<file path="config.mk">
export PLATFORM = sky130hd
export DESIGN_NAME = add_serial_issuer
export DESIGN_NICKNAME = d
export VERILOG_FILES = /design/src/rtl/add_serial_pkg.sv /design/src/rtl/add_issue_fifo.sv /design/src/rtl/add_serial_issuer.sv
export SDC_FILE = /design/constraint.sdc
export NUM_CORES = 1
export LEC_CHECK = 0
export ABC_AREA = 0
export CAP_MARGIN = 25
export CORE_MARGIN = 2
export CORE_UTILIZATION = 37
export CTS_CLUSTER_SIZE = 16
export DETAILED_ROUTE_END_ITERATION = 8
export SYNTH_ARGS = -nofsm -noshare
export SYNTH_HDL_FRONTEND = slang
export SYNTH_HIERARCHICAL = 1
export SYNTH_SLANG_ARGS = --single-unit
</file>
<file path="constraint.sdc">
create_clock -name clk -period 2.8 [get_ports clk]
set_clock_uncertainty 0.15 [all_clocks]
set_input_delay 0.7 -clock clk [delete_from_list [all_inputs] [get_ports clk]]
set_output_delay 0.7 -clock clk [all_outputs]
set_load 0.005 [all_outputs]
</file>
<file path="src/rtl/add_serial_pkg.sv">
// Shared definitions for the serial adder and its issue stage: FSM state
// encoding and the default datapath width.
package add_serial_pkg;

    localparam int ADD_WIDTH = 8;

    typedef enum logic [1:0] {
        S_IDLE  = 2'd0,
        S_ISSUE = 2'd1,
        S_WAIT  = 2'd2,
        S_HOLD  = 2'd3
    } state_t;

endpackage

</file>
<file path="src/rtl/add_issue_fifo.sv">
// Operand FIFO for the serial-adder issue stage; pointers carry one extra
// wrap bit so full and empty are distinguishable without a counter.
module add_issue_fifo #(
    parameter int WIDTH = 16,
    parameter int DEPTH = 4
) (
    input  logic             clk,
    input  logic             rst,
    input  logic             push,
    input  logic             pop,
    input  logic [WIDTH-1:0] din,
    output logic             full,
    output logic             empty,
    output logic [WIDTH-1:0] head
);

    localparam int PW = $clog2(DEPTH);

    logic [PW:0]      wr_ptr_r;
    logic [PW:0]      rd_ptr_r;
    logic [WIDTH-1:0] mem_r [DEPTH];
    logic             push_ok_s;
    logic             pop_ok_s;

    assign empty     = (wr_ptr_r == rd_ptr_r);
    assign full      = (wr_ptr_r[PW] != rd_ptr_r[PW]) &&
                       (wr_ptr_r[PW-1:0] == rd_ptr_r[PW-1:0]);
    assign push_ok_s = push && !full;
    assign pop_ok_s  = pop && !empty;
    assign head      = mem_r[rd_ptr_r[PW-1:0]];

    // Pointer update; both may move in the same cycle.
    always_ff @(posedge clk or posedge rst) begin
        if (rst) begin
            wr_ptr_r <= '0;
            rd_ptr_r <= '0;
        end else begin
            if (push_ok_s) begin
                wr_ptr_r <= wr_ptr_r + (PW+1)'(1);
            end
            if (pop_ok_s) begin
                rd_ptr_r <= rd_ptr_r + (PW+1)'(1);
            end
        end
    end

    // Storage write; contents need no reset because the pointers gate every read.
    always_ff @(posedge clk) begin
        if (push_ok_s) begin
            mem_r[wr_ptr_r[PW-1:0]] <= din;
        end
    end

endmodule

</file>
<file path="src/rtl/add_serial_issuer.sv">
// Issue/capture stage around the serial adder: queues operand pairs, issues one
// adder op at a time, captures the result after LATENCY cycles.
// Optional statistics ports are enabled with ADD_ISSUE_STATS_EN.
module add_serial_issuer
    import add_serial_pkg::*;
#(
    parameter int WIDTH   = ADD_WIDTH,
    parameter int DEPTH   = 4,
    parameter int LATENCY = 12
) (
    input  logic             clk,
    input  logic             rst,
    input  logic             in_valid,
    output logic             in_ready,
    input  logic [WIDTH-1:0] in_a,
    input  logic [WIDTH-1:0] in_b,
    output logic [WIDTH-1:0] add_a,
    output logic [WIDTH-1:0] add_b,
    output logic             add_en,
    input  logic [WIDTH-1:0] add_out,
    output logic             res_valid,
    input  logic             res_ready,
    output logic [WIDTH-1:0] res_data,
    output logic             busy
`ifdef ADD_ISSUE_STATS_EN
    ,
    output logic [15:0]      op_count,
    output logic             drop_err
`endif
);

    localparam logic [7:0] WAIT_LOAD = 8'(LATENCY - 1);

    state_t               state_r;
    state_t               state_nxt_s;
    logic [7:0]           cnt_r;
    logic                 fifo_full_s;
    logic                 fifo_empty_s;
    logic [2*WIDTH-1:0]   fifo_head_s;
    logic                 push_s;
    logic                 pop_s;

    assign in_ready = !fifo_full_s;
    assign push_s   = in_valid && !fifo_full_s;
    assign pop_s    = (state_r == S_IDLE) && !fifo_empty_s;

    add_issue_fifo #(
        .WIDTH (2*WIDTH),
        .DEPTH (DEPTH)
    ) u_fifo (
        .clk   (clk),
        .rst   (rst),
        .push  (push_s),
        .pop   (pop_s),
        .din   ({in_a, in_b}),
        .full  (fifo_full_s),
        .empty (fifo_empty_s),
        .head  (fifo_head_s)
    );

    // FSM state register.
    always_ff @(posedge clk or posedge rst) begin
        if (rst) begin
            state_r <= S_IDLE;
        end else begin
            state_r <= state_nxt_s;
        end
    end

    // Next-state decode.
    always_comb begin
        state_nxt_s = state_r;
        case (state_r)
            S_IDLE: begin
                if (!fifo_empty_s) state_nxt_s = S_ISSUE;
                else               state_nxt_s = S_IDLE;
            end
            S_ISSUE: state_nxt_s = S_WAIT;
            S_WAIT: begin
                if (cnt_r == 8'd0) state_nxt_s = S_HOLD;
                else               state_nxt_s = S_WAIT;
            end
            S_HOLD: begin
                if (res_ready) state_nxt_s = S_IDLE;
                else           state_nxt_s = S_HOLD;
            end
            default: state_nxt_s = S_IDLE;
        endcase
    end

    // Registered outputs: en/busy come from the next state so they line up
    // with the state register and stay glitch-free toward the adder.
    always_ff @(posedge clk or posedge rst) begin
        if (rst) begin
            add_a     <= '0;
            add_b     <= '0;
            add_en    <= 1'b0;
            busy      <= 1'b0;
            cnt_r     <= 8'd0;
            res_valid <= 1'b0;
            res_data  <= '0;
        end else begin
            add_en <= (state_nxt_s == S_ISSUE);
            busy   <= (state_nxt_s != S_IDLE);
            if (pop_s) begin
                {add_a, add_b} <= fifo_head_s;
            end
            if (state_r == S_ISSUE) begin
                cnt_r <= WAIT_LOAD;
            end else if ((state_r == S_WAIT) && (cnt_r != 8'd0)) begin
                cnt_r <= cnt_r - 8'd1;
            end
            if ((state_r == S_WAIT) && (cnt_r == 8'd0)) begin
                res_valid <= 1'b1;
                res_data  <= add_out;
            end else if ((state_r == S_HOLD) && res_ready) begin
                res_valid <= 1'b0;
            end
        end
    end

`ifdef ADD_ISSUE_STATS_EN
    // Result-handshake counter and sticky overflow flag.
    always_ff @(posedge clk or posedge rst) begin
        if (rst) begin
            op_count <= 16'd0;
            drop_err <= 1'b0;
        end else begin
            if (res_valid && res_ready) begin
                op_count <= op_count + 16'd1;
            end
            if (in_valid && !in_ready) begin
                drop_err <= 1'b1;
            end
        end
    end
`endif

endmodule

</file>
### Word level (Yosys, flattened, before mapping)

Memories as Yosys holds them, arrays and structs flattened. A register that Yosys moved wholly into a read port is not among the register bits.
Cells that the tools add are included.

| cells by class | value |
|---|---|
| $add $sub $neg | 3 |
| equality and inequality tests | 7 |
| muxes and demuxes | 10 |
| reductions and logical operators | 16 |

Operators by type and width:

| cell | count |
|---|---|
| 8-bit 2-to-1 mux | 2 |
| 1-bit logical AND | 8 |
| 8-bit zero test | 1 |
| 2-bit one-hot mux with 4 select lines | 1 |
| 8-bit nonzero test | 1 |
| 8-bit by 1-bit subtractor with 8-bit output, second input constant | 1 |
| 3-bit by 1-bit adder with 3-bit output, second input constant | 2 |
| 1-bit 2-to-1 mux | 6 |
| 2-bit nonzero test | 3 |
| 2-bit by 1-bit equality test with 1-bit output, second input constant | 2 |
| 2-bit equality test, second input constant | 2 |
| 3-bit equality test | 1 |
| 2-bit equality test | 1 |
| 1-bit zero test | 2 |
| 2-bit zero test | 1 |
| 2-bit 2-to-1 mux | 1 |
| 1-bit != test | 1 |

| storage, ports and cells | value |
|---|---|
| register bits | 27 |
| RAM bits | 64 |
| input bits | 28 |
| output and inout bits | 28 |
| logic and storage cells | 45 |
| memories kept | 1 |

Memory list:

| name | words | width | read ports | clocked after Yosys merged registers in | wr ports | RTL line | RTL |
|---|---|---|---|---|---|---|---|
| u_fifo.mem_r | 4 | 16 | 1 | 1 | 1 | add_issue_fifo.sv:21 | `logic [WIDTH-1:0] mem_r [DEPTH];` |

### Depth between registers and ports, before layout

Gate-level depths: netlist of the first run.

| depth | value |
|---|---|
| word-level depth | 7 |
| gate-level depth with buffers | 8 |

### Cells and area by module

The synthesis of the first run kept the hierarchy.

Modules (own cells, without submodules):

| module | times used | cells each | area an instance (um^2) | seq. area each (um^2) |
|---|---|---|---|---|
| add_issue_fifo | 1 | 133 | 2827.7 | 2072.0 |
| add_serial_issuer | 1 | 133 | 1640.3 | 925.9 |

### Worst setup path after synthesis of the first run

OpenSTA, ideal clock, no wires.

| timing path | value |
|---|---|
| path kind | register -> register |
| from | reg u_fifo.rd_ptr_r[0] |
| to | reg add_a[7] (read register of u_fifo.mem_r) |
| arrival | 2.122 ns |
| required time | 2.525 ns |
| path slack | 0.404 ns |
| cell stages (with the launch flop) | 7 |
| buffers on the path | 2 |
| period minus slack after synthesis | 2.396 ns |
| cell sequence | dfrtp_1 buf_6 xor2_2 nor3_1 nor3_2 clkbuf_1 mux2_2 |

| on the way | value |
|---|---|
| longest elaborated chain between the ends | 3 |

Ends and longest elaborated chain:

| what | RTL line | RTL |
|---|---|---|
| from (decl) | add_issue_fifo.sv:20 | `logic [PW:0] rd_ptr_r;` |
| from (signal assigned) | add_issue_fifo.sv:42 | `rd_ptr_r <= rd_ptr_r + (PW+1)'(1);` |
| 3-bit equality test | add_issue_fifo.sv:25 | `assign empty = (wr_ptr_r == rd_ptr_r);` |
| via fifo_empty_s | add_serial_issuer.sv:38 | `logic fifo_empty_s;` |
| 1-bit zero test | add_serial_issuer.sv:45 | `assign pop_s = (state_r == S_IDLE) && !fifo_empty_s;` |
| 1-bit logical AND | add_serial_issuer.sv:45 |  |
| via pop_s | add_serial_issuer.sv:41 | `logic pop_s;` |
| to (decl) | add_serial_issuer.sv:17 | `output logic [WIDTH-1:0] add_a,` |

The timed path passes the listed nets, and every way through them passes these cells.
A chain may end at the register's enable or synchronous reset.

### Worst setup path after layout of the first run

| timing path | value |
|---|---|
| from | reg u_fifo.wr_ptr_r[2] |
| to | out in_ready |

| on the way | value |
|---|---|
| longest elaborated chain between the ends | 3 |

Ends and longest elaborated chain:

| what | RTL line | RTL |
|---|---|---|
| from (decl) | add_issue_fifo.sv:19 | `logic [PW:0] wr_ptr_r;` |
| from (signal assigned) | add_issue_fifo.sv:39 | `wr_ptr_r <= wr_ptr_r + (PW+1)'(1);` |
| 1-bit != test | add_issue_fifo.sv:26 | `assign full = (wr_ptr_r[PW] != rd_ptr_r[PW]) &&` |
| 1-bit logical AND | add_issue_fifo.sv:26 |  |
| via fifo_full_s | add_serial_issuer.sv:37 | `logic fifo_full_s;` |
| 1-bit zero test | add_serial_issuer.sv:43 | `assign in_ready = !fifo_full_s;` |
| to (decl) | add_serial_issuer.sv:14 | `output logic in_ready,` |

The timed path passes the listed nets, and every way through them passes these cells.

==> reports/results.md, run 1 <==
Synthesis
• edfxtp_1 — cell accounting for the most synthesized area
• 50 — number of distinct standard cells referenced by the synthesized netlist
• edfxtp_1 — most frequent cell after synthesis
• 64 — number of enable flip-flop cells after synthesis
• edfxtp_1 (43%), dfrtp_1 (24%), mux4_2 (8.1%), mux2_2 (6.0%), ha_1 (1.7%) — leading post-synthesis cells by cell area
• 0.402 — share of async-settable or async-resettable flops after synthesis
• 0.0168 — Adder-Cell Fraction of Synth Area
• 0.0227 — Post-Synth XOR/XNOR Area
• 107 — #FFs+latches synth
• edfxtp_1 — predominant post-synthesis flop cell
• 0.143 — proportion of synthesized area in mux cells
• 6 — Ys Warns
• 16.8 um^2 — mean area per synthesized cell
• 4470 um^2 — post-synth design cell area
• edfxtp_1 (64), dfrtp_1 (43), mux2_2 (24), mux4_2 (16), inv_1 (13) — Commonest cells post-synth
• multiplexers — dominant combinational cell family by area after synthesis
• 0.671 — post-synthesis sequential area ratio
• 266 — Gate Count Post-Synth
• 0.0560 — synthesized-area fraction occupied by ao, oa, aoi and oai cells
• 0.430 — top cell type's share of synthesized area
• 300 — post-synthesis net count
• 0.0622 — post-synthesis share of cell area spent on and, or, nand and nor gates

Timing
• 707 ps — transition time at the pin with the least slew margin
• 0 — number of pins with negative max-slew slack in the final report
• 0 — count of final hold-check violations
• 0.529 — max_slew headroom
• 0 — Final setup violation count
• 377 MHz — achievable frequency
• 0 ps — setup total negative slack
• 2660 ps — shortest clock period the worst path allows after layout
• false — unrepaired setup endpoints after global routing
• 0.949 — final worst-path cycle share

Floorplan
• 0.375 — Initial Utilization
• 114 um — die height
• 114 um — width of the die
• 56 — IO Pins
• 11,900 um^2 — placeable core region
• 13,000 um^2 — die area
• 40 — row count

Hold path
• res_data[1] — start point of the worst hold path
• flip-flop to flip-flop — path type of the worst min-delay path
• 1 — Worst Hold Depth
• res_data[1] — capture endpoint of the worst hold path

Global route
• 2,559 — via count of the first global-routing pass
• 0.133 — GRT Overall Usage
• 27 — largest net degree at the start of global routing
• 0 — total grt overflow
• 13,000 um — first-pass GRT wire length
• 0 — antenna violations before repair

Critical path
• flip-flop — crit start category
• 8 — count of cells along the worst register-to-register path
• flip-flop to primary output — type of the worst setup path
• 6 — critical path peak fanout
• 460 ps — setup slack of the worst register-to-register path
• 1950 ps — required arrival time at the worst endpoint
• primary output — type of destination of the critical path
• 1810 ps — Critical Path AT
• u_fifo/rd_ptr_r[1] — terminus of the critical flop-to-flop path
• u_fifo/rd_ptr_r[1] — reg2reg start

Clock tree
• 3 — maximum level of the CTS H-tree
• 0 — setup fix buffers added after clock tree synthesis
• 107 — Sink Count
• 9 — number of buffers added by the clock tree synthesis step
• clkbuf_16 — CTS Root Buffer Type
• 340 ps — clock network latency to the later pin of the worst-skew pair
• yes — TritonCTS clock tree
• 2 — Clock Path Buffers
• 70 ps — clock transition at the register clock pins on the worst setup and hold paths after CTS

Layout
• 0.246 — share of cells above drive strength 1
• 5590 um^2 — cell area after layout
• 367 — number of nets in the layout
• 0 — ant diodes
• 25.2% — area added between synthesis and finish

Routing
• 0 — Residual DRC
• 5.12 — vias per cell
• 2,484 — total number of vias
• 8090 um — final wirelength
• 16.7 um — average wire length per cell after detail routing
• 5 — number of iterations in the first detailed-routing pass
• 114 — first-iteration detailed-routing DRC count
• 0 — Antenna Nets Post-Route

Power and ir drop
• 2.07 nW — static leakage power
• 1090 nW/um^2 — Power Density
• 456 uV — Worst IR Drop VDD
• 6.07 mW — final total power

Place
• 0.776 — global placement routability congestion
• 55 — count of port buffers added during placement
• 5240 um^2 — total cell area at the placement stage
• 5310 um — detailed placer's ending HPWL

Status
• finished clean — result of the run

Flow run
• 0 — Max-Cap Viols

routing by layer:
layer | part of all wire | global-route usage | wire length [um]
met1 | 0.44 | 0.170 | 3590
met2 | 0.49 | 0.218 | 3960
met3 | 0.054 | 0.0409 | 433
met4 | 0.013 | 0.0423 | 104
met5 | 0 | 0 | 0
registers in the layout, indices dropped and copies added, names as in the netlist, 2 cells and up:
register / count
u_fifo/mem_r: 64
add_a: 8
add_b: 8
cnt_r: 8
res_data: 8
u_fifo/rd_ptr_r: 3
u_fifo/wr_ptr_r: 3
state_r: 2
cell type report:
class	instances	area [um^2]
Multi-Input combinational cell	134	1380
Sequential cell	107	3000
Clock buffer	10	239
Fill cell	1038	6320
Tap cell	147	184
Clock inverter	6	82.6
Inverter	13	48.8
Timing Repair Buffer	68	661
worst max-delay path by stage:
stage                           to  slack (ps)                from  cells after the start
6_report                  in_ready         140  u_fifo/wr_ptr_r[2]                      5
3_5_place_dp   u_fifo/mem_r[0][14]         420            in_valid                      5
5_1_grt                   in_ready          30  u_fifo/wr_ptr_r[0]                      5
2_1_floorplan             add_a[7]         400  u_fifo/rd_ptr_r[0]                      6
4_1_cts                   in_ready          70  u_fifo/wr_ptr_r[2]                      5
3_3_place_gp   u_fifo/mem_r[1][12]         440            in_valid                      5
placed cells by master (no fill, tap or decap), drive strengths merged, types with 2 or more instances in the layout:
master and count:
dfrtp 43, a211oi 3, clkbuf 10, clkdlybuf4s50 55
nand2 6, xnor2 5, clkinv 2, mux4 16
nor3 5, buf 13, o311ai 2, or4 2
nor4 3, nand3 9, o31ai 7, ha 6
a21oi 6, o21ai 4, edfxtp 64, a31oi 4
mux2 24, and3 4, nand2b 3, inv 15
nor2 6, xor2 4, nand4 2
timing repair:
action | 4_1_cts | 5_1_grt
setup endpoints to repair | 0 | 1
hold buffers | 0 | 0
resized for setup | 0 | 3
critical path, stage by stage, from the launching register on:
cell and delay (ps):
dfrtp_1 510, xor2_4 270, nand3_2 130, inv_1 90, inv_1 40, clkdlybuf4s50_1 430
metrics by stage:
step                       util  setup WS, ps  instances  hold WS (ps)
after detailed placement  0.440           417        469           345
final                     0.470           144        485           355
after floorplan               -           404        266           341
after global routing      0.470          27.5        485           376
after global placement    0.440           436        469           338
after CTS                 0.467          70.8        485           362
cell families after synthesis:
group                      Yosys count
DFF                                107
and+or+nand+nor                     45
muxes                               41
AOI/OAI and AO/OA                   33
buffers and inverters               25
xor gates and xnor gates             9
adders and majority gates            6
report_power, final:
part,internal [mW],switching (mW)
clock network,0.736,0.569
registers,2.20,0.312
logic,1.24,1.02
Note: power is estimated with default switching activity, not from simulation.
==> run 2, diff against run 1 <==
--- a/config.mk
+++ b/config.mk
@@ -6,10 +6,11 @@
 export NUM_CORES = 1
 export LEC_CHECK = 0
 export ABC_AREA = 0
-export CAP_MARGIN = 25
+export CAP_MARGIN = 20
 export CORE_MARGIN = 2
 export CORE_UTILIZATION = 37
-export CTS_CLUSTER_SIZE = 16
+export CTS_BUF_LIST = sky130_fd_sc_hd__clkbuf_16
+export CTS_CLUSTER_SIZE = 40
 export DETAILED_ROUTE_END_ITERATION = 8
 export SYNTH_ARGS = -nofsm -noshare
 export SYNTH_HDL_FRONTEND = slang
==> run 2 against run 1 <==
Effect of this change:
- first-iteration DRC count is the same
- clock power is essentially flat
- die area is the same
- via count is the same
- sequential cell count is the same
- combinational power is essentially flat
- register-to-register slack is essentially flat
- final area shrank 0.18%
==> reports/results.md, run 2 (same netlist as run 1, synthesis figures left out) <==
Status
• finished clean — result of the run

Power and ir drop
• 426 uV — Worst IR Drop VDD
• 2.06 nW — static leakage power
• 1080 nW/um^2 — Power Density

Global route
• 0.133 — GRT Overall Usage
• 27 — largest net degree at the start of global routing
• 0 — total grt overflow
• 13,000 um — first-pass GRT wire length
• 2,559 — via count of the first global-routing pass
• 0 — antenna violations before repair

Critical path
• 6 — critical path peak fanout
• in_ready — worst setup path endpoint
• primary output — type of destination of the critical path
• 1810 ps — Critical Path AT
• u_fifo/rd_ptr_r[1] — reg2reg start
• u_fifo/wr_ptr_r[2] — startpoint of the worst setup timing path
• 1950 ps — required arrival time at the worst endpoint
• u_fifo/rd_ptr_r[1] — terminus of the critical flop-to-flop path
• flip-flop — crit start category
• 460 ps — setup slack of the worst register-to-register path
• 8 — count of cells along the worst register-to-register path
• flip-flop to primary output — type of the worst setup path

Floorplan
• 114 um — die height
• 56 — IO Pins
• 13,000 um^2 — die area
• 114 um — width of the die
• 40 — row count
• 0.375 — Initial Utilization
• 11,900 um^2 — placeable core region

Clock tree
• clkbuf_16 — CTS Root Buffer Type
• 340 ps — clock network latency to the later pin of the worst-skew pair
• 3 — maximum level of the CTS H-tree
• 0 — hold buffers post-CTS
• yes — TritonCTS clock tree
• 9 — number of buffers added by the clock tree synthesis step
• 0 — setup fix buffers added after clock tree synthesis
• 70 ps — clock transition at the register clock pins on the worst setup and hold paths after CTS
• 2 — Clock Path Buffers
• 107 — Sink Count
• 0 — count of cells resized by post-cts repair

Flow run
• 0 — Max-Cap Viols

Timing
• 0 — Final setup violation count
• 0.529 — max_slew headroom
• 0 — number of pins with negative max-slew slack in the final report
• 707 ps — transition time at the pin with the least slew margin
• 377 MHz — achievable frequency
• 0 ps — setup total negative slack
• 0.949 — final worst-path cycle share
• 355 ps — minimum hold slack
• 0 — count of final hold-check violations
• false — unrepaired setup endpoints after global routing
• 2660 ps — shortest clock period the worst path allows after layout

Routing
• 0 — Residual DRC
• 2,484 — total number of vias
• 16.7 um — average wire length per cell after detail routing
• 0 — Antenna Nets Post-Route
• 5 — number of iterations in the first detailed-routing pass
• 8090 um — final wirelength
• 114 — first-iteration detailed-routing DRC count
• 5.12 — vias per cell

Place
• 469 — number of instances in the placed design
• 55 — count of port buffers added during placement
• 0.776 — global placement routability congestion
• 5310 um — detailed placer's ending HPWL
• 5240 um^2 — total cell area at the placement stage

Layout
• 0.243 — share of cells above drive strength 1
• 367 — number of nets in the layout
• 0.469 — final core utilization
• 0 — ant diodes
• edfxtp_1 (64), clkdlybuf4s50_1 (55), dfrtp_1 (43), mux2_2 (24), mux4_2 (16) — most used cells in the layout excluding fill and tap cells
• 1,039 — total of fill cells in the finished design
• 5580 um^2 — cell area after layout
• 64 — Largest register FFs
• 25.0% — area added between synthesis and finish
• edfxtp_1 — most frequent standard cell in the layout excluding fill and tap cells
• 485 — Post-Layout Cell Count

Hold path
• flip-flop to flip-flop — path type of the worst min-delay path

## run 2: metrics by stage
step / setup WS [ps] / total power [mW]
floorplan: 404 / 3.91
global placement: 436 / 4.74
detailed placement: 417 / 4.78
CTS: 70.8 / 6.08
global route: 27.5 / 6.42
finish: 144 / 6.04
## run 2: critical path: stages (launching register included)
cell and delay [ps]:
dfrtp_1 510, xor2_4 270, nand3_2 130, inv_1 90
inv_1 40, clkdlybuf4s50_1 430
## run 2: how the worst min path moves through the flow
stage | start | endpoint | slack (ps) | cells after the start
after floorplan | rst | u_fifo/rd_ptr_r[0] | 340 | 1
after CTS | res_data[6] | res_data[6] | 360 | 1
after global placement | res_data[1] | res_data[1] | 340 | 1
after detailed placement | res_data[6] | res_data[6] | 350 | 1
after global routing | res_data[3] | res_data[3] | 380 | 1
final | res_data[1] | res_data[1] | 360 | 1
## run 2: per-layer routing
| layer | global-route usage | share of wire | vias to the layer above |
|---|---|---|---|
| met4 | 0.0423 | 0.013 | 0 |
| met5 | 0 | 0 | - |
| li1 | - | - | 1153 |
| met2 | 0.218 | 0.49 | 68 |
| met3 | 0.0409 | 0.054 | 8 |
| met1 | 0.170 | 0.44 | 1255 |
## run 2: power by group
group | switching, mW | internal [mW]
registers | 0.311 | 2.20
logic | 1.02 | 1.24
clock network | 0.567 | 0.709
## run 2: layout make-up
cell class                      instances  area (um^2)  area share
Clock buffer                            9          225      0.0403
Clock inverter                          7         86.3      0.0155
Sequential cell                       107         3000       0.537
Multi-Input combinational cell        134         1380       0.247
Inverter                               13         48.8     0.00874
Tap cell                              147          184      0.0329
Timing Repair Buffer                   68          661       0.118
==> run 3, diff against run 2 <==
==> constraint.sdc (replaced) <==
create_clock -name clk -period 2.8 [get_ports clk]
set_clock_uncertainty 0.15 [all_clocks]
set_input_delay 0.56 -clock clk [delete_from_list [all_inputs] [get_ports clk]]
set_output_delay 0.56 -clock clk [all_outputs]
set_load 0.005 [all_outputs]
==> run 3 against run 2 <==
Effect of this change:
- register-to-register slack better by 120 ps
- wire length up 0.21%
- sequential power about the same
- sequential cell count unchanged
- largest power group unchanged
- global-route usage up 0.18 points
- first-iteration DRC count down 4.4%
- fmax up 2.5%
- critical path depth unchanged
- setup slack better by 66 ps
- core utilization down 0.42 points
- die area unchanged
- largest cell class unchanged
==> reports/results.md, run 3 (same netlist as run 1, synthesis figures left out) <==
Clock tree
• 70 ps — clock transition at the register clock pins on the worst setup and hold paths after CTS
• yes — TritonCTS clock tree
• 0 — count of cells resized by post-cts repair
• clkbuf_16 — CTS Root Buffer Type
• 0 — hold buffers post-CTS
• 107 — Sink Count
• 3 — maximum level of the CTS H-tree
• 9 — number of buffers added by the clock tree synthesis step
• 2 — Clock Path Buffers
• 0 — setup fix buffers added after clock tree synthesis
• 340 ps — clock network latency to the later pin of the worst-skew pair

Layout
• 0.465 — final core utilization
• 484 — Post-Layout Cell Count
• 23.9% — area added between synthesis and finish
• 5530 um^2 — cell area after layout
• 0.237 — share of cells above drive strength 1
• 64 — Largest register FFs
• edfxtp_1 — most frequent standard cell in the layout excluding fill and tap cells
• 1,086 — total of fill cells in the finished design
• 366 — number of nets in the layout
• 0 — ant diodes
• 1350 um^2 — area used by multi-input combinational logic
• 3000 um^2 — register area
• edfxtp_1 (64), clkdlybuf4s50_1 (55), dfrtp_1 (43), mux2_2 (24), mux4_2 (16) — most used cells in the layout excluding fill and tap cells

Timing
• 680 ps — transition time at the pin with the least slew margin
• 0.547 — max_slew headroom
• 0.925 — final worst-path cycle share
• 0 — number of pins with negative max-slew slack in the final report
• 386 MHz — achievable frequency
• false — unrepaired setup endpoints after global routing
• 0 — Final setup violation count
• 2590 ps — shortest clock period the worst path allows after layout
• 0 ps — setup total negative slack
• 0 — count of final hold-check violations

Critical path
• xnor2_1 -> nand3_2 -> inv_1 -> inv_1 -> clkdlybuf4s50_1 — sequence of cells on the critical path
• 2090 ps — required arrival time at the worst endpoint
• flip-flop — crit start category
• 1880 ps — Critical Path AT
• dfrtp_1 — worst-path cell with the longest stage delay
• inv_1 — most prevalent standard cell on the critical path
• flip-flop to primary output — type of the worst setup path
• 480 ps — largest stage delay on the critical path
• 580 ps — setup slack of the worst register-to-register path
• primary output — type of destination of the critical path
• 7 — critical path peak fanout

Floorplan
• 56 — IO Pins
• 11,900 um^2 — placeable core region
• 13,000 um^2 — die area
• 114 um — die height
• 114 um — width of the die
• 40 — row count
• 0.375 — Initial Utilization

Global route
• 27 — largest net degree at the start of global routing
• 2,571 — via count of the first global-routing pass
• 0 — total grt overflow
• 13,400 um — first-pass GRT wire length
• 0.135 — GRT Overall Usage
• 0 — antenna violations before repair

Routing
• 8100 um — final wirelength
• 16.7 um — average wire length per cell after detail routing
• 0 — Antenna Nets Post-Route
• 2,486 — total number of vias
• 5.14 — vias per cell
• 4 — number of iterations in the first detailed-routing pass
• 109 — first-iteration detailed-routing DRC count
• 0 — Residual DRC

Power and ir drop
• 0.364 — part of the power in combinational logic
• 1080 nW/um^2 — Power Density
• 0.216 — part of the total power dissipated in the clock network
• 2.05 nW — static leakage power
• 0.420 — register share of total power
• 5.98 mW — final total power
• 4.09 mW — Internal
• 535 uV — Worst IR Drop VDD
• 1.89 mW — switching power of the nets
• 0.316 — switching share of total power

Place
• 55 — count of port buffers added during placement
• 0.822 — global placement routability congestion
• 5220 um^2 — total cell area at the placement stage
• 468 — number of instances in the placed design
• 5360 um — detailed placer's ending HPWL

Hold path
• flip-flop to flip-flop — path type of the worst min-delay path

Status
• finished clean — result of the run

Flow run
• 0 — Max-Cap Viols

[run 3: changes by cell type in the layout (fill, tap and decap cells not counted), sizes merged]
cell | before | now
clkinv | 3 | 1
buf | 13 | 12
inv | 15 | 17
[run 3: metal layers]
layer	track usage	up-vias	wire (um)
li1	-	1154	-
met1	0.178	1254	3610
met2	0.224	68	4020
met3	0.0292	10	353
met4	0.0423	0	115
met5	0	-	0
[run 3: final cells by class]
cell class	instances	area share
Clock buffer	9	0.0407
Clock inverter	7	0.0156
Inverter	13	0.00882
Multi-Input combinational cell	134	0.244
Sequential cell	107	0.542
Tap cell	147	0.0332
Timing Repair Buffer	67	0.116
[run 3: stage by stage]
stage / hold slack, ps / setup slack [ps]
4_1_cts: 363 / 183
3_5_place_dp: 345 / 524
5_1_grt: 390 / 86.1
3_3_place_gp: 341 / 543
6_report: 359 / 210
2_1_floorplan: 201 / 404
[run 3: power by group through the flow]
stage | clock network [mW] | registers [mW] | logic (mW)
6_report | 1.29 | 2.51 | 2.18
5_1_grt | 1.38 | 2.59 | 2.40
4_1_cts | 1.33 | 2.52 | 2.22
3_5_place_dp | 0 | 2.55 | 2.21
3_3_place_gp | 0 | 2.53 | 2.18
2_1_floorplan | 0 | 2.46 | 1.45
[run 3: final timing paths]
kind,startpoint,cells past startpoint,to
min in group asynchronous,rst,2,u_fifo/wr_ptr_r[1]
worst min-delay path,res_data[7],1,res_data[7]
worst max register to register,cnt_r[4],3,res_data[6]
worst max-delay path,u_fifo/wr_ptr_r[1],5,in_ready
worst min register to register,res_data[7],1,res_data[7]
max in group asynchronous,rst,3,add_a[5]
[run 3: worst max-delay path: cells and delay by family (launching register included)]
kind	cells	cell delay (ps)
buf+inv	3	570
simple gates	1	160
xor+xnor	1	340
flops	1	480
==> RTL edit: new RTL, config.mk and constraints of run 3 <==
Build with the macro `ADD_ISSUE_STATS_EN` defined.
--- a/src/rtl/add_serial_issuer.sv
+++ b/src/rtl/add_serial_issuer.sv
@@ -1,6 +1,8 @@
 // Issue/capture stage around the serial adder: queues operand pairs, issues one
 // adder op at a time, captures the result after LATENCY cycles.
 // Optional statistics ports are enabled with ADD_ISSUE_STATS_EN.
+`define ADD_ISSUE_STATS_EN
+
 module add_serial_issuer
     import add_serial_pkg::*;
 #(
Check against the original RTL (old outputs only; new: drop_err and op_count): equivalent (equiv_simple and equiv_induct, registers matched by name and starting in step).
==> RTL edit against run 3 <==
Utilization increased by 2.6 points; global-route usage increased by 1.0 points; sequential cell count increased by 17; synthesized area increased by 15%; final area increased by 22%; power increased by 24%; synthesized cell count increased by 20%; worst setup slack got worse by 24 ps; wire length increased by 22%; critical endpoint unchanged.
==> RTL edit: results (changes against run 3) <==
[drt]
vias=2996  ; +21%
routedWlPerCell_um=16.32  ; -2.5%
first_pass_iters=6  ; +2

[power]
swShare_pct=29.45  ; -2.2 points
vdd_ir_drop_max_v=0.0004302  ; -20%

[finish]
drive_gt1_share_pct=21.60  ; -2.1 points
stdcell_count=606  ; +25%
nNetsFinal=448  ; +22%

[clock_network]
clock_latency_ps=410  ; +70 ps
cts_buffers=17  ; +8
cts.clk_slew.worst_paths_ps=50  ; -20 ps

[setup_path]
cp.arrival_ps=1900  ; +20 ps
cp_max_fo=6  ; -1
cp_slowest_stage_delay_ps=520  ; +40 ps
reg2reg_from=cnt_r[3]$_DFFE_PP0P_

[synth]
synth_xor_area_share_pct=4.524  ; +2.3 points
synthAdderAreaFrac_pct=1.703  ; +0.023 points
synthCells=320  ; +20%
synth_top_cells_by_count=edfxtp_1 (64), dfrtp_1 (60), mux2_2 (25), mux4_2 (16), nand2_1 (15)
muxShareOfSynthArea_pct=12.87  ; -1.5 points
syn_nets=355  ; +18%
ys_types=49  ; -2.0%

[placed_design]
hpwlAfterDp_mm=6.344  ; +18%
place_inst=574  ; +23%
routabilityCongestion=0.7505  ; -8.7%
pre_cts_ws_ps=209.1  ; -315.0 ps
portBuffers=72  ; +31%

[run_status]
status=completed

[grt]
grt_pass1_wl_mm=15.97  ; +19%
track_usage_pct=14.48  ; +1.0 points

[timing]
fin_hold_ws_ps=296.8  ; -62.01 ps

[RTL edit: what timing repair did]
item	CTS	global route
hold buffers	0	0
resized for setup	0	4
endpoints found under the setup margin	0	1
[RTL edit: kinds of logic after synthesis]
logic type | count (synthesis)
fa+ha+maj | 7
flops | 124
mux | 43
simple gates | 67
buf+inv | 23
compound gates | 32
xor+xnor | 24
[RTL edit: final cells by class]
class / instances / area (um^2)
Sequential cell: 124 / 3425
Clock buffer: 17 / 425.4
Timing Repair Buffer: 84 / 823.3
Inverter: 13 / 48.80
Clock inverter: 15 / 142.6
Multi-Input combinational cell: 173 / 1643
Tap cell: 180 / 225.2
Fill cell: 1224 / 6987
[RTL edit: critical path: cells and delay by family, from the launching register on]
kind          cells  cell delay, ps
xor+xnor          1             270
simple gates      1             130
flops             1             520
buf+inv           3             580
[RTL edit: power by group through the flow]
stage	sequential [mW]	clock, mW	combinational [mW]
final	2.89	2.10	2.43
after global routing	2.97	2.23	2.69
after CTS	2.88	2.16	2.45
after detailed placement	2.90	0	2.44
after global placement	2.88	0	2.42
after floorplan	2.82	0	1.52
[RTL edit: layer usage]
layer	track usage [%]	up-vias	share of wire (%)
met4	6.034	0	1.4
met2	22.94	79	48
met3	4.588	16	5.1
li1	-	1395	-
met1	18.47	1506	46
met5	0	-	0
[RTL edit: worst max path at each step]
stage | depth (start not counted) | startpoint | endpoint
2_1_floorplan | 6 | u_fifo/rd_ptr_r[0]$_DFFE_PP0P_ | add_a[0]$_DFFE_PP0P_
3_3_place_gp | 4 | cnt_r[3]$_DFFE_PP0P_ | res_data[3]$_DFFE_PP0P_
3_5_place_dp | 4 | cnt_r[3]$_DFFE_PP0P_ | res_data[2]$_DFFE_PP0P_
4_1_cts | 5 | u_fifo/wr_ptr_r[2]$_DFFE_PP0P_ | in_ready
5_1_grt | 5 | u_fifo/wr_ptr_r[0]$_DFFE_PP0P_ | in_ready
6_report | 5 | u_fifo/wr_ptr_r[0]$_DFFE_PP0P_ | in_ready
[RTL edit: metrics by stage]
stage	instance area [um^2]	power, mW
after floorplan	5144	4.341
after global placement	6133	5.299
after detailed placement	6133	5.340
after CTS	6701	7.482
after global routing	6733	7.886
final	6733	7.426
